<file path="src/rtl/vending_machine_param_if.sv">
// Front-end / dispenser bundle for vending_machine_param.
// master = keypad, coin acceptor and hopper side; slave = controller.
interface vending_machine_param_if #(
  parameter int NUM_ITEMS = 5,
  parameter int IDX_W     = 3,
  parameter int QTY_W     = 2,
  parameter int CREDIT_W  = 6
);
  logic [2:0]           coin;
  logic                 confirm;
  logic                 cancel;
  logic                 restock;
  logic [IDX_W-1:0]     item_sel;
  logic [QTY_W-1:0]     amt_sel;
  logic                 done;
  logic                 refund;
  logic                 coin_reject;
  logic [1:0]           err_code;
  logic [IDX_W-1:0]     item_name;
  logic [QTY_W-1:0]     item_amt;
  logic [CREDIT_W-1:0]  change;
  logic [CREDIT_W-1:0]  credit;
  logic [NUM_ITEMS-1:0] sold_out;

  modport master (
    output coin, confirm, cancel, restock,
    output item_sel, amt_sel,
    input  done, refund, coin_reject, err_code,
    input  item_name, item_amt, change,
    input  credit, sold_out
  );

  modport slave (
    input  coin, confirm, cancel, restock,
    input  item_sel, amt_sel,
    output done, refund, coin_reject, err_code,
    output item_name, item_amt, change,
    output credit, sold_out
  );
endinterface

</file>
<file path="src/rtl/vending_machine_param.sv">
// Parametrised vending controller: capped credit, per-item stock,
// quantity pricing and exact change in nickels.
module vending_machine_param #(
  parameter int NUM_ITEMS  = 5,
  parameter int IDX_W      = 3,
  parameter int QTY_W      = 2,
  parameter int PRICE_W    = 4,
  parameter logic [NUM_ITEMS*PRICE_W-1:0] PRICES =
    {4'd5, 4'd4, 4'd3, 4'd2, 4'd1},
  parameter int CREDIT_W   = 6,
  parameter int MAX_CREDIT = 20,
  parameter int STOCK_W    = 4,
  parameter int STOCK_INIT = 3
) (
  input logic clk,
  input logic rst,
  vending_machine_param_if.slave vm_if
);

  localparam int CW = PRICE_W + QTY_W;
  localparam int MW = (CW > CREDIT_W) ? CW : CREDIT_W;

  typedef enum logic [1:0] {
    S_IDLE,
    S_CREDIT,
    S_VEND,
    S_ERR
  } state_t;

  state_t state_q, state_d;

  logic [CREDIT_W-1:0] credit_q, credit_d;
  logic [STOCK_W-1:0]  stock_q [NUM_ITEMS];
  logic [STOCK_W-1:0]  stock_d [NUM_ITEMS];
  logic                done_q, done_d;
  logic                refund_q, refund_d;
  logic                rej_q, rej_d;
  logic [1:0]          err_q, err_d;
  logic [IDX_W-1:0]    name_q, name_d;
  logic [QTY_W-1:0]    amt_q, amt_d;
  logic [CREDIT_W-1:0] chg_q, chg_d;

  logic [2:0]          coin_val;
  logic                coin_vld;
  logic [CREDIT_W:0]   coin_sum;
  logic [PRICE_W-1:0]  price_sel;
  logic [STOCK_W-1:0]  stk_sel;
  logic [CW-1:0]       cost;
  logic                sel_ok;

  always_comb begin
    coin_val = 3'd0;
    case (vm_if.coin)
      3'b001:  coin_val = 3'd1;
      3'b010:  coin_val = 3'd2;
      3'b100:  coin_val = 3'd5;
      default: coin_val = 3'd0;
    endcase
  end

  assign coin_vld = (coin_val != 3'd0);
  assign coin_sum = {1'b0, credit_q}
                  + (CREDIT_W+1)'(coin_val);

  always_comb begin
    price_sel = '0;
    stk_sel   = '0;
    for (int k = 0; k < NUM_ITEMS; k++) begin
      if (vm_if.item_sel == IDX_W'(k + 1)) begin
        price_sel = PRICES[k*PRICE_W +: PRICE_W];
        stk_sel   = stock_q[k];
      end
    end
  end

  assign cost = CW'(price_sel) * CW'(vm_if.amt_sel);

  assign sel_ok = (vm_if.item_sel != '0)
               && (vm_if.item_sel <= IDX_W'(NUM_ITEMS))
               && (vm_if.amt_sel != '0);

  always_comb begin
    state_d  = state_q;
    credit_d = credit_q;
    stock_d  = stock_q;
    done_d   = 1'b0;
    refund_d = 1'b0;
    rej_d    = 1'b0;
    err_d    = 2'd0;
    name_d   = '0;
    amt_d    = '0;
    chg_d    = '0;

    if (vm_if.cancel) begin
      rej_d = coin_vld;
      if (credit_q != '0) begin
        refund_d = 1'b1;
        chg_d    = credit_q;
        credit_d = '0;
      end
    end else if (vm_if.confirm) begin
      rej_d = coin_vld;
      if (!sel_ok) begin
        err_d = 2'd3;
      end else if (stk_sel < STOCK_W'(vm_if.amt_sel)) begin
        err_d = 2'd2;
      end else if (MW'(credit_q) < MW'(cost)) begin
        err_d = 2'd1;
      end else begin
        done_d   = 1'b1;
        name_d   = vm_if.item_sel;
        amt_d    = vm_if.amt_sel;
        chg_d    = credit_q - CREDIT_W'(cost);
        credit_d = '0;
        for (int k = 0; k < NUM_ITEMS; k++) begin
          if (vm_if.item_sel == IDX_W'(k + 1))
            stock_d[k] = stock_q[k] - STOCK_W'(vm_if.amt_sel);
        end
      end
    end else if (coin_vld) begin
      if (coin_sum <= (CREDIT_W+1)'(MAX_CREDIT))
        credit_d = coin_sum[CREDIT_W-1:0];
      else
        rej_d = 1'b1;
    end else if (vm_if.restock && state_q == S_IDLE) begin
      for (int k = 0; k < NUM_ITEMS; k++)
        stock_d[k] = STOCK_W'(STOCK_INIT);
    end

    // Vend and error cycles are visible states; others follow credit.
    if (done_d)
      state_d = S_VEND;
    else if (err_d != 2'd0)
      state_d = S_ERR;
    else if (credit_d != '0)
      state_d = S_CREDIT;
    else
      state_d = S_IDLE;
  end

  always_ff @(posedge clk or posedge rst) begin
    if (rst) begin
      state_q  <= S_IDLE;
      credit_q <= '0;
      done_q   <= 1'b0;
      refund_q <= 1'b0;
      rej_q    <= 1'b0;
      err_q    <= 2'd0;
      name_q   <= '0;
      amt_q    <= '0;
      chg_q    <= '0;
      for (int k = 0; k < NUM_ITEMS; k++)
        stock_q[k] <= STOCK_W'(STOCK_INIT);
    end else begin
      state_q  <= state_d;
      credit_q <= credit_d;
      done_q   <= done_d;
      refund_q <= refund_d;
      rej_q    <= rej_d;
      err_q    <= err_d;
      name_q   <= name_d;
      amt_q    <= amt_d;
      chg_q    <= chg_d;
      for (int k = 0; k < NUM_ITEMS; k++)
        stock_q[k] <= stock_d[k];
    end
  end

  always_comb begin
    for (int k = 0; k < NUM_ITEMS; k++)
      vm_if.sold_out[k] = (stock_q[k] == '0);
  end

  assign vm_if.done        = done_q;
  assign vm_if.refund      = refund_q;
  assign vm_if.coin_reject = rej_q;
  assign vm_if.err_code    = err_q;
  assign vm_if.item_name   = name_q;
  assign vm_if.item_amt    = amt_q;
  assign vm_if.change      = chg_q;
  assign vm_if.credit      = credit_q;

endmodule

</file>
<file path="src/flat_wrapper.sv">
// flat-port wrapper written by rule: the top's interface ports become plain ports
module vending_machine_param_flat 
#(
  parameter int NUM_ITEMS  = 5,
  parameter int IDX_W      = 3,
  parameter int QTY_W      = 2,
  parameter int PRICE_W    = 4,
  parameter logic [NUM_ITEMS*PRICE_W-1:0] PRICES =
    {4'd5, 4'd4, 4'd3, 4'd2, 4'd1},
  parameter int CREDIT_W   = 6,
  parameter int MAX_CREDIT = 20,
  parameter int STOCK_W    = 4,
  parameter int STOCK_INIT = 3
)
  (clk, rst, vm_if_coin, vm_if_confirm, vm_if_cancel, vm_if_restock, vm_if_item_sel, vm_if_amt_sel, vm_if_done, vm_if_refund, vm_if_coin_reject, vm_if_err_code, vm_if_item_name, vm_if_item_amt, vm_if_change, vm_if_credit, vm_if_sold_out);
  vending_machine_param_if #(.NUM_ITEMS(NUM_ITEMS), .IDX_W(IDX_W), .QTY_W(QTY_W), .CREDIT_W(CREDIT_W)) vm_if_i ();
  input logic clk;
  input logic rst;
  input wire logic [$bits(vm_if_i.coin)-1:0] vm_if_coin;
  input wire logic [$bits(vm_if_i.confirm)-1:0] vm_if_confirm;
  input wire logic [$bits(vm_if_i.cancel)-1:0] vm_if_cancel;
  input wire logic [$bits(vm_if_i.restock)-1:0] vm_if_restock;
  input wire logic [$bits(vm_if_i.item_sel)-1:0] vm_if_item_sel;
  input wire logic [$bits(vm_if_i.amt_sel)-1:0] vm_if_amt_sel;
  output wire logic [$bits(vm_if_i.done)-1:0] vm_if_done;
  output wire logic [$bits(vm_if_i.refund)-1:0] vm_if_refund;
  output wire logic [$bits(vm_if_i.coin_reject)-1:0] vm_if_coin_reject;
  output wire logic [$bits(vm_if_i.err_code)-1:0] vm_if_err_code;
  output wire logic [$bits(vm_if_i.item_name)-1:0] vm_if_item_name;
  output wire logic [$bits(vm_if_i.item_amt)-1:0] vm_if_item_amt;
  output wire logic [$bits(vm_if_i.change)-1:0] vm_if_change;
  output wire logic [$bits(vm_if_i.credit)-1:0] vm_if_credit;
  output wire logic [$bits(vm_if_i.sold_out)-1:0] vm_if_sold_out;
  assign vm_if_i.coin = vm_if_coin;
  assign vm_if_i.confirm = vm_if_confirm;
  assign vm_if_i.cancel = vm_if_cancel;
  assign vm_if_i.restock = vm_if_restock;
  assign vm_if_i.item_sel = vm_if_item_sel;
  assign vm_if_i.amt_sel = vm_if_amt_sel;
  assign vm_if_done = vm_if_i.done;
  assign vm_if_refund = vm_if_i.refund;
  assign vm_if_coin_reject = vm_if_i.coin_reject;
  assign vm_if_err_code = vm_if_i.err_code;
  assign vm_if_item_name = vm_if_i.item_name;
  assign vm_if_item_amt = vm_if_i.item_amt;
  assign vm_if_change = vm_if_i.change;
  assign vm_if_credit = vm_if_i.credit;
  assign vm_if_sold_out = vm_if_i.sold_out;
  vending_machine_param #(.NUM_ITEMS(NUM_ITEMS), .IDX_W(IDX_W), .QTY_W(QTY_W), .PRICE_W(PRICE_W), .PRICES(PRICES), .CREDIT_W(CREDIT_W), .MAX_CREDIT(MAX_CREDIT), .STOCK_W(STOCK_W), .STOCK_INIT(STOCK_INIT)) u_core (.clk(clk), .rst(rst), .vm_if(vm_if_i));
endmodule
</file>
<file path="config.mk">
export PLATFORM = sky130hd
export DESIGN_NAME = vending_machine_param_flat
export DESIGN_NICKNAME = d
export VERILOG_FILES = /design/src/rtl/vending_machine_param_if.sv /design/src/rtl/vending_machine_param.sv /design/src/flat_wrapper.sv
export SDC_FILE = /design/constraint.sdc
export NUM_CORES = 1
export LEC_CHECK = 0
export ABC_AREA = 1
export CORE_MARGIN = 4
export CORE_UTILIZATION = 56
export DETAILED_ROUTE_END_ITERATION = 8
export PLACE_DENSITY = 0.79
export SYNTH_ARGS = -nofsm -noshare
export SYNTH_HDL_FRONTEND = slang
export SYNTH_SLANG_ARGS = --single-unit
</file>
<file path="constraint.sdc">
create_clock -name clk -period 3.15 [get_ports clk]
set_input_delay 0.315 -clock clk [delete_from_list [all_inputs] [get_ports clk]]
set_output_delay 0.315 -clock clk [all_outputs]
set_load 0.02 [all_outputs]
</file>
==> results_dict.tcl <==
set metrics [dict create \
    p_leak_nw 2.02 \
    grt_pass1_wl_um 12700 \
    worstSetupStartpointType "input pin" \
    first_global_vias 2752 \
    seqPwrFrac_pct 37.9 \
    dp_hpwl_um 5840 \
    whs_endpoint "u_core.vm_if.item_name[2]" \
    hold_path.class "input pin to register" \
    synth_warnings 0 \
    rsz0062_at_grt "false" \
    p_clk_share_pct 18.6 \
    hold_violations 0 \
    max_slew_margin_pct 58.1 \
    clkTransAtPathRegs_ns 0.09 \
    routed_via_density 5.34 \
    hold_buffers 0 \
    io_buffers 39 \
    r2r-end "u_core.state_q[0]" \
    wl_per_cell_um 14.0 \
    clk-insertion-delay-late_ns 0.30 \
    hp-start "vm_if_item_sel[2]" \
    setup-tns-final_ns 0 \
    maxSlewViolCount 0 \
    drive_above_1_share_pct 16.4 \
    finish.utilization_pct 74.5 \
    critPathKind "input pin to register" \
    internal-power_mw 1.46 \
    reg2reg_slack_ns 0.59 \
    die_area_um2 6860 \
    cp_max_fo 11 \
    clockRootBuffer "clkbuf_8" \
    cts_buffers 5 \
    reg2reg_depth 12 \
    vdd_drop_max_mv 0.485 \
    cp_data_arrival_time_ns 3.18 \
    seq_area_frac_synth_pct 35.5 \
    p_switching_mw 0.944 \
    startpoint "vm_if_amt_sel[1]" \
    drt-total-wl_um 7560 \
    layout_common_cells "nand2_1 (94), inv_1 (50), nor2_1 (39)" \
    powerDensity_nw_per_um2 614 \
    syn_nets 441 \
    critPathRequiredTime_ns 3.36 \
    reg2reg_from "u_core.vm_if.credit[0]" \
    power_mw 2.41 \
    ys_async_sr_fraction_pct 100 \
    coreArea_um2 5270 \
    grtUsageTotal_pct 22.4 \
    ios 40 \
    cts_tree "built" \
    place_congestion 0.870 \
    setup_violations 0 \
    avgSynthCellArea_um2 7.86 \
    firstDrtPassIters 5 \
    grt_overflow 0 \
    grt_max_degree 45 \
    drt_iter0_markers 228 \
    timing.max_cap.violations 0 \
    cts.sinks 44 \
    worstMarginPinSlew_ns 0.624 \
    synth_edf_count 0 \
    design_area_um2 3920 \
    vias 2879 \
    start_util_pct 59.5 \
    final_common_cell "nand2_1" \
    crit_path_end_kind "register" \
    die_x_um 82.8 \
    diodes 0 \
    drcViolationCount 0 \
    die_h_um 82.8 \
    fin_crit_ns 2.97 \
    yosysUniqueCellTypes 40 \
    whs_ns 0.427 \
    fin_skew_ns 0.00991 \
    switching_share_pct 39.2 \
    syn_to_final_growth_pct 25.2 \
    rows 26 \
    dpl_cell_area_um2 3780 \
    synth-main-ff-cell "dfrtp_1" \
    outcome "finished, final reports clean" \
    htreeDepth 2 \
    fmax_ghz 0.337 \
    antenna_found_initial 0 \
    holdPathStages 4 \
    comb_power_share_pct 43.5 \
    cts_buffer_depth 2 \
    detail-route-antenna-nets 0 \
    synth-seq-cells 44 \
    layout.nets 510 \
    synthCells 399 \
    syn_area_um2 3130 \
    fin_crit_sh_pct 94.3 \
]
-- worst max-delay path, stage by stage --
cell	delay, ns
clkdlybuf4s50_1	0.47
nand2_1	0.10
inv_1	0.04
ha_1	0.21
fa_1	0.38
xnor2_1	0.15
ha_1	0.32
nand2_1	0.06
o211ai_1	0.21
nand2_1	0.12
nand2_2	0.10
nand2_2	0.08
buf_4	0.15
nor2_2	0.16
inv_2	0.13
o22ai_1	0.18
-- worst max-delay path by stage --
stage | endpoint | slack (ns) | depth (start not counted)
3_3_place_gp | u_core.stock_q[16] | -0.09 | 19
5_1_grt | u_core.stock_q[2] | 0.05 | 16
6_report | u_core.vm_if.change[4] | 0.18 | 16
4_1_cts | u_core.stock_q[17] | 0.04 | 19
3_5_place_dp | u_core.stock_q[17] | -0.22 | 19
2_1_floorplan | u_core.stock_q[2] | 0.27 | 17
-- registers in the layout (all words and copies together), names as in the netlist --
signal and cells:
u_core.stock_q 20, u_core.vm_if.change 6, u_core.vm_if.credit 6, u_core.vm_if.item_name 3, u_core.state_q 2, u_core.vm_if.err_code 2, u_core.vm_if.item_amt 2, u_core.vm_if.coin_reject 1
u_core.vm_if.done 1, u_core.vm_if.refund 1
-- cell usage after synthesis (2+ instances only) --
library cell | n | area share, %
xnor2_1 | 3 | 0.84
nand2_4 | 4 | 1.4
or2_2 | 2 | 0.40
fa_1 | 8 | 5.1
inv_1 | 50 | 6.0
nand2_1 | 96 | 11
o22ai_1 | 6 | 1.2
nor2_2 | 5 | 1.0
nor4_1 | 5 | 1.0
nor2_4 | 2 | 0.72
ha_1 | 21 | 8.4
o21ai_1 | 12 | 1.9
dfrtp_1 | 34 | 27
nand4_1 | 9 | 1.8
a21oi_1 | 10 | 1.6
xor2_1 | 10 | 2.8
nand3_2 | 5 | 1.6
nor2_1 | 39 | 4.7
inv_2 | 7 | 0.84
nand3b_1 | 2 | 0.48
nand3_1 | 24 | 3.8
o211ai_1 | 2 | 0.48
dfstp_2 | 10 | 8.4
o21ai_0 | 17 | 2.7
-- what timing repair did --
item                                    4_1_cts  5_1_grt
endpoints found under the hold margin         0        0
setup buffers                                 0        1
endpoints found under the setup margin        0       31
gates resized for setup                       0        7
-- metal layers --
metal  GRT usage, %  vias up  share of wire (%)  wire (µm)
met2           34.9      106                 47       3560
met5              0        -                  0          0
li1               -     1433                  -          -
met1           32.2     1330                 45       3370
met3           3.66       10                6.9        525
met4           6.54        0                1.4        105
-- power groups by stage --
stage	clock network, mW	registers, mW	logic (mW)
5_1_grt	0.479	0.942	1.18
4_1_cts	0.452	0.909	1.04
3_5_place_dp	0	0.919	1.03
3_3_place_gp	0	0.916	0.999
2_1_floorplan	0	0.897	0.700
6_report	0.448	0.912	1.05
-- kinds of logic after synthesis --
logic type | synth area share (%)
AND/OR/NAND/NOR | 29.2
adder cells (fa/ha/maj) | 13.5
flip-flops | 35.5
AO/OA/AOI/OAI | 10.5
buffers and inverters | 7.70
XOR/XNOR | 3.63
-- metrics by stage --
stage,cells,worst slack (ns)
CTS,538,0.0382
finish,539,0.179
floorplan,399,0.266
detailed placement,530,-0.221
global placement,530,-0.0918
global route,539,0.0532
-- final cells by class --
type / instances / area (µm²)
Tap cell: 70 / 87.6
Timing Repair Buffer: 66 / 601
Clock buffer: 5 / 68.8
Multi-Input combinational cell: 294 / 1790
Clock inverter: 3 / 47.5
Inverter: 57 / 214
Fill cell: 407 / 1350
Sequential cell: 44 / 1110
Note: power is estimated with default switching activity, not from simulation.
